==> config.mk <==
export PLATFORM = sky130hd
export DESIGN_NAME = extend_pipe
export DESIGN_NICKNAME = d
export VERILOG_FILES = /design/src/rtl/riscv_pkg.sv /design/src/rtl/imm_decode.sv /design/src/rtl/extend_pipe.sv
export SDC_FILE = /design/constraint.sdc
export NUM_CORES = 1
export LEC_CHECK = 0
export ABC_AREA = 1
export CAP_MARGIN = 5
export CORE_ASPECT_RATIO = 0.8
export CORE_MARGIN = 2
export CORE_UTILIZATION = 40
export CTS_CLUSTER_SIZE = 12
export DETAILED_ROUTE_END_ITERATION = 6
export HOLD_SLACK_MARGIN = 0.02
export RECOVER_POWER = 100
export SLEW_MARGIN = 5
export SYNTH_ARGS = -nofsm -noshare
export SYNTH_HDL_FRONTEND = slang
export SYNTH_SLANG_ARGS = --single-unit
==> constraint.sdc <==
create_clock -name clk -period 2.5 [get_ports clk]
set_input_delay 0.25 -clock clk [delete_from_list [all_inputs] [get_ports clk]]
set_output_delay 0.25 -clock clk [all_outputs]
set_load 0.1 [all_outputs]
==> src/rtl/riscv_pkg.sv <==
// riscv_pkg: shared decode-stage definitions.
//   IMM_I..IMM_U : immsrc encodings for the immediate formats (101-111 illegal)
//   xlen_legal() : elaboration-time check for the supported datapath widths
package riscv_pkg;

  localparam logic [2:0] IMM_I = 3'b000;
  localparam logic [2:0] IMM_S = 3'b001;
  localparam logic [2:0] IMM_B = 3'b010;
  localparam logic [2:0] IMM_J = 3'b011;
  localparam logic [2:0] IMM_U = 3'b100;

  function automatic bit xlen_legal(input int xlen);
    return (xlen == 32) || (xlen == 64);
  endfunction

endpackage

==> src/rtl/imm_decode.sv <==
// imm_decode: combinational RISC-V immediate decoder.
//   instr   [31:7]   instruction bits 31..7
//   immsrc  [2:0]    format select (I/S/B/J/U, others illegal)
//   immext  [XLEN-1:0] sign-extended immediate (0 when illegal)
//   illegal          immsrc is not a known format
module imm_decode
  import riscv_pkg::*;
#(
  parameter int XLEN = 32
) (
  input  logic [31:7]     instr,
  input  logic [2:0]      immsrc,
  output logic [XLEN-1:0] immext,
  output logic            illegal
);

  logic signed [31:0] imm32;

  // Every legal format places instr[31] at bit 31 of the 32-bit result,
  // so widening to 64 bits is a plain signed extension of imm32.
  always_comb begin
    imm32   = '0;
    illegal = 1'b0;
    case (immsrc)
      IMM_I: imm32 = {{20{instr[31]}}, instr[31:20]};
      IMM_S: imm32 = {{20{instr[31]}}, instr[31:25], instr[11:7]};
      IMM_B: imm32 = {{19{instr[31]}}, instr[31], instr[7], instr[30:25], instr[11:8], 1'b0};
      IMM_J: imm32 = {{11{instr[31]}}, instr[31], instr[19:12], instr[20], instr[30:21], 1'b0};
      IMM_U: imm32 = {instr[31:12], 12'b0};
      default: illegal = 1'b1;
    endcase
  end

  assign immext = XLEN'(imm32);

endmodule

==> src/rtl/extend_pipe.sv <==
// extend_pipe: pipelined immediate generator with a 2-entry skid buffer.
//   clk, reset          clock, synchronous active-high reset
//   instr, immsrc,
//   in_tag, in_valid,
//   in_ready            input beat handshake (in_ready is registered)
//   immext, out_tag,
//   illegal, out_valid,
//   out_ready           output beat handshake, fields from the head entry
module extend_pipe
  import riscv_pkg::*;
#(
  parameter int XLEN  = 32,
  parameter int TAG_W = 5
) (
  input  logic             clk,
  input  logic             reset,
  input  logic [31:7]      instr,
  input  logic [2:0]       immsrc,
  input  logic [TAG_W-1:0] in_tag,
  input  logic             in_valid,
  output logic             in_ready,
  output logic [XLEN-1:0]  immext,
  output logic [TAG_W-1:0] out_tag,
  output logic             illegal,
  output logic             out_valid,
  input  logic             out_ready
);

  if (!xlen_legal(XLEN)) begin : g_bad_xlen
    $error("extend_pipe: XLEN must be 32 or 64");
  end

  logic [XLEN-1:0]  dec_imm;
  logic             dec_ill;

  imm_decode #(.XLEN(XLEN)) u_dec (
    .instr   (instr),
    .immsrc  (immsrc),
    .immext  (dec_imm),
    .illegal (dec_ill)
  );

  logic [XLEN-1:0]  buf_imm [2];
  logic [TAG_W-1:0] buf_tag [2];
  logic             buf_ill [2];
  logic             rd_ptr;
  logic             wr_ptr;
  logic [1:0]       count;
  logic [1:0]       count_next;
  logic             in_ready_q;
  logic             acc;
  logic             del;

  assign in_ready  = in_ready_q;
  assign out_valid = (count != 2'd0);
  assign immext    = buf_imm[rd_ptr];
  assign out_tag   = buf_tag[rd_ptr];
  assign illegal   = buf_ill[rd_ptr];

  always_comb begin
    acc        = in_valid && in_ready_q;
    del        = out_valid && out_ready;
    count_next = count + {1'b0, acc} - {1'b0, del};
  end

  // in_ready_q is a registered copy of (count < 2), so nothing from
  // out_ready reaches in_ready combinationally.
  always_ff @(posedge clk) begin
    if (reset) begin
      count      <= 2'd0;
      rd_ptr     <= 1'b0;
      wr_ptr     <= 1'b0;
      in_ready_q <= 1'b1;
      for (int i = 0; i < 2; i++) begin
        buf_imm[i] <= '0;
        buf_tag[i] <= '0;
        buf_ill[i] <= 1'b0;
      end
    end else begin
      if (acc) begin
        buf_imm[wr_ptr] <= dec_imm;
        buf_tag[wr_ptr] <= in_tag;
        buf_ill[wr_ptr] <= dec_ill;
        wr_ptr          <= ~wr_ptr;
      end
      if (del) begin
        rd_ptr <= ~rd_ptr;
      end
      count      <= count_next;
      in_ready_q <= (count_next < 2'd2);
    end
  end

endmodule

==> impl_metrics.ini, run 1 <==
[outcome]
status = complete, no violations

[power_and_ir_drop]
leakagePower_nw = 2.29
p_per_area_nw_per_um2 = 1090
max-vdd-ir-drop_mv = 0.596

[critical_path]
worstPathBufferInverterCount = 3
crit_fanout = 38
path_class = input pin to flip-flop
crit_slowest_cell = nor3_1
cp-start-kind = input pin
crit_required_ns = 2.52
cp-end-kind = flip-flop
crit_family = simple AND/OR/NAND/NOR gates
critical_path_arrival_ns = 2.20
path_cells = clkdlybuf4s50_1, nand2_2, nor3_1, inv_4, nand2_1, buf_12
crit_path_max_incr_delay_ns = 0.87

[grt]
grt_usage = 0.166
antenna_found_initial = 0
grt_pass1_wl_um = 13400
first_global_vias = 2603
grt_max_degree = 39
grt-ovfl-total = 0

[clock_network]
cts_setup_buffers = 0
root_buffer = clkbuf_16
cts_tree = built
cts_resized = 0
htreeDepth = 3
insertion_delay_ns = 0.33
clock_sinks = 82
ctsHoldBuffers = 0
clk_path_buf_depth = 2
cts_buffers = 9
clkTransAtPathRegs_ns = 0.06

[timing]
fin_tns_setup_ns = 0
period_share = 0.873
slew_viol_final = 0
period_needed_ns = 2.18
maxSlewHeadroom = 0.225
finalSetupViolCount = 0
fmax_mhz = 458
skew_ns = 0.00401
grt_setup_unrepaired = no
finalHoldViolCount = 0
tightest_slew_ns = 1.17

[synth]
synth_warnings = 0
synth-seq-area-share = 0.608
postSynthCellCount = 331
synth.top_cell.area_share = 0.578
ys_ff_latch = 82
ys_types = 27
syn_area_um2 = 3950
synth_area_leader_cell = edfxtp_1
syn-num-nets = 370
avgSynthCellArea_um2 = 11.9
synth_area_leaders = edfxtp_1 (58%), mux2_2 (11%), nand2_1 (6.2%), inv_1 (3.6%), a21oi_2 (3.5%)

[cells_and_area]
areaGrowthSynthToFinish_pct = 36.8
final_cell_mix = edfxtp_1 (76), nand2_1 (65), buf_12 (41)
final_common_cell = edfxtp_1
antennaDiodeCount = 0
finalCoreUtilization = 0.562
layout.nets = 449
drive_above_1_share = 0.184

[floorplanning]
core_area_um2 = 9610
die-width_um = 115
initial_core_util = 0.411
rows = 32
die_area_um2 = 10700
die_h_um = 92.9
ios = 77

[placed_design]
portBuffers = 76
globalplace.congestion = 0.786
dpl.hpwl_um = 5550

[detailed_routing]
antenna_left = 0
firstDrtPassIters = 4
routed_wl_um = 8240
drc_errors = 0
via_per_inst = 4.92
vias = 2621
routedWlPerCell_um = 15.5
drt_iter0_drc = 147

[worst_hold_path]
hold_class = flip-flop to flip-flop

[job]
cap_violations = 0
==> metrics by stage <==
step | area, um2 | hold WS [ns] | power, mW | worst slack [ns] | cells
6_report | 5400 | 0.502 | 5.92 | 0.319 | 533
5_1_grt | 5400 | 0.513 | 6.11 | 0.193 | 533
4_1_cts | 5550 | 0.511 | 6.07 | 0.425 | 533
3_5_place_dp | 5220 | 0.495 | 4.59 | 0.460 | 518
3_3_place_gp | 5220 | 0.480 | 4.58 | 0.503 | 518
2_1_floorplan | 3960 | 0.321 | 3.65 | 0.248 | 331
==> worst paths after layout <==
| check | startpoint | slack (ns) | cells after the start | endpoint |
|---|---|---|---|---|
| worst max register to register | in_ready | 0.40 | 5 | buf_tag[0][3] |
| worst min-delay path | wr_ptr | 0.50 | 2 | wr_ptr |
| worst min register to register | wr_ptr | 0.50 | 2 | wr_ptr |
| worst max-delay path | in_valid | 0.32 | 6 | buf_tag[0][3] |
==> registers in the layout (all words and copies together) (netlist names), named ones only <==
name and count:
buf_imm 64, buf_tag 10, buf_ill 2, count 2, in_ready 1, rd_ptr 1
wr_ptr 1
==> worst register-to-register path, stage by stage (launching register included) <==
cell     delay (ns)
dfxtp_2        0.33
nand2_2        0.08
nor3_1         0.87
inv_4          0.09
nand2_1        0.16
buf_12         0.25
==> cell type report <==
class                           count  area, um2
Fill cell                         838       4210
Sequential cell                    82       2400
Timing Repair Buffer               83       1220
Multi-Input combinational cell    191       1140
Clock buffer                        9        225
Inverter                           43        164
Tap cell                          119        149
Clock inverter                      6        106
==> kinds of logic (layout without fill, tap and decap cells) <==
family / Yosys count / count (layout) / share of synthesized area
XOR/XNOR: 2 / 2 / 0.00443
multiplexers: 38 / 38 / 0.108
adder cells (fa/ha/maj): 2 / 2 / 0.00633
buffers and inverters: 58 / 141 / 0.0712
AO/OA/AOI/OAI: 34 / 34 / 0.0592
AND/OR/NAND/NOR: 115 / 115 / 0.142
flip-flops: 82 / 82 / 0.608
==> synthesized netlist by cell type <==
cell type	number
o21ai_0	1
inv_2	4
a21oi_2	16
buf_2	7
edfxtp_1	76
inv_1	38
o21ai_2	1
mux2_2	38
nor3_1	3
nor3_4	2
nand4_1	2
buf_6	6
nor2_1	15
nand2_1	65
nand2_2	3
nand3_1	6
dfxtp_1	6
nor2_2	9
a21oi_1	16
inv_4	1
nor3_2	8
xnor2_1	1
or2_2	1
ha_1	2
nor2_4	1
xor2_1	1
buf_4	2
==> power breakdown <==
group	internal (mW)	total, mW	leakage [nW]	switching, mW
clock network	0.964	1.47	0.159	0.507
registers	1.70	1.79	0.845	0.0872
logic	0.872	2.66	1.28	1.79
==> routing by layer <==
metal / up-vias / global-route usage / wire length, um
met2: 96 / 0.249 / 3650
met5: - / 0 / 0
li1: 1280 / - / -
met1: 1235 / 0.238 / 3940
met4: 0 / 0.0422 / 99
met3: 10 / 0.0458 / 548
No activity file was read; power rests on OpenSTA's default activity.
==> inputs of run 2 (changes only) <==
Clock period 2.5 ns to 2.2 ns, I/O delays scaled along.
==> run 2 against run 1 <==
  * Clock skew rose by 0.0017 ns
  * Sequential power up 11%
  * Non-clock buffer count grew 3
  * Register-to-register slack improved by 0.05 ns
  * Hold slack got worse by 0.013 ns
  * Largest cell class unchanged
==> impl_metrics.ini, run 2 (synthesis gave the netlist of run 1 again) <==
[clock_network]
insertion_delay_ns = 0.33
cts_setup_buffers = 0
clkTransAtPathRegs_ns = 0.06
clk_path_buf_depth = 2
cts_buffers = 9
root_buffer = clkbuf_16
cts_resized = 0
cts_tree = built
ctsHoldBuffers = 0
clock_sinks = 82
htreeDepth = 3

[critical_path]
crit_required_ns = 2.16
cp-start-kind = input pin
crit_fanout = 11
crit_slowest_cell = dlygate4sd3_1
cp-end-kind = flip-flop
path_cells = dlygate4sd3_1, nand2_1, nor2_4, inv_1, nand2_2, clkbuf_1
crit_path_max_incr_delay_ns = 0.52
worstPathBufferInverterCount = 3
path_class = input pin to flip-flop
critPathLaunch = in_valid
reg2reg_from = in_ready
crit_family = buffers and inverters
critical_path_arrival_ns = 1.81

[cells_and_area]
final_common_cell = edfxtp_1
final_cell_mix = edfxtp_1 (76), nand2_1 (64), buf_12 (41)
fin_cells = 537
layout.nets = 452
antennaDiodeCount = 0
drive_above_1_share = 0.189
reg_top3 = buf_imm: 64 flops, buf_tag: 10 flops
areaGrowthSynthToFinish_pct = 36.7
finalCoreUtilization = 0.562
post-route-cell-area_um2 = 5400
regMostFlops = buf_imm
nFillCells = 879
largest_reg_flops = 64

[detailed_routing]
via_per_inst = 4.88
wl_met1_um = 3920
drt_iter0_drc = 111
routedWlPerCell_um = 15.3
antenna_left = 0
route.met2.wl_um = 3760
routed_wl_um = 8220
drc_errors = 0
dr_wl_met3_um = 511
firstDrtPassIters = 4
highest_layer = met5
vias = 2618

[timing]
grt_setup_unrepaired = no
holdWs_ns = 0.489
slew_viol_final = 0
maxSlewHeadroom = 0.230
setup_ws_ns = 0.355
finalHoldViolCount = 0
period_share = 0.839
fmax_mhz = 542
tightest_slew_ns = 1.16
skew_ns = 0.00569
fin_tns_setup_ns = 0
finalSetupViolCount = 0
period_needed_ns = 1.85

[job]
cap_violations = 0

[floorplanning]
rows = 32
ios = 77
die_area_um2 = 10700
core_area_um2 = 9610
initial_core_util = 0.411
die-width_um = 115
die_h_um = 92.9

[grt]
grt_max_degree = 39
grt-ovfl-total = 0
first_global_vias = 2560
grt_pass1_wl_um = 13100
antenna_found_initial = 1
grt_usage = 0.163

[worst_hold_path]
min_from = reset
hold_class = input pin to flip-flop

[power_and_ir_drop]
max-vdd-ir-drop_mv = 0.678
leakagePower_nw = 2.29
net-switching-power_mw = 2.70
seq_power_share = 0.301
comb_power_share = 0.464
internal_power_mw = 3.92
p_total_mw = 6.62
swShare = 0.408
p_per_area_nw_per_um2 = 1230
pwr-share-clk = 0.235

[placed_design]
dpl.hpwl_um = 5590
dp_cells = 521
dp_slack_ns = 0.346
globalplace.congestion = 0.804
portBuffers = 76
place_area_um2 = 5240

[outcome]
status = complete, no violations
run 2: changes by cell type in the layout (fill, tap and decap cells not counted), moves of 2 or more:
| cell | previous run | this run |
|---|---|---|
| nor3_2 | 4 | 0 |
| nor3_1 | 9 | 13 |
| clkbuf_2 | 0 | 2 |
| nor2_1 | 23 | 20 |
| nor2_2 | 2 | 4 |
| clkbuf_1 | 2 | 4 |
run 2: final cells by class:
class / count / area, um2 / area share
repair buffers: 86 / 1230 / 0.228
inverters: 43 / 164 / 0.0304
well taps: 119 / 149 / 0.0276
multi-input cells: 191 / 1140 / 0.211
flip-flops and latches: 82 / 2400 / 0.445
clock inverters: 6 / 81.3 / 0.0151
clock buffers: 10 / 229 / 0.0424
run 2: power by group through the flow:
stage	clock network, mW	registers [mW]	logic [mW]
floorplan	0	2.07	2.07
global placement	0	2.02	3.20
detailed placement	0	2.03	3.21
CTS	1.58	2.00	3.22
global route	1.64	2.01	3.20
finish	1.55	1.99	3.07
run 2: final timing paths:
path                                       end  slack (ns)  cells past startpoint
worst min-delay path                  count[0]        0.49                      2
worst max register to register  buf_imm[1][18]        0.45                      5
worst max-delay path            buf_imm[1][18]        0.35                      6
worst min register to register       flip-flop        0.50                      2
run 2: per-layer routing:
metal	global-route usage	vias up
met5	0	-
met4	0.0301	2
met3	0.0641	4
met2	0.245	80
met1	0.227	1248
li1	-	1284
run 2: worst reg2reg max path: stages (launching register included):
cell	delay, ns
dfxtp_2	0.32
nand2_1	0.14
nor2_4	0.24
inv_1	0.10
nand2_2	0.10
clkbuf_1	0.47
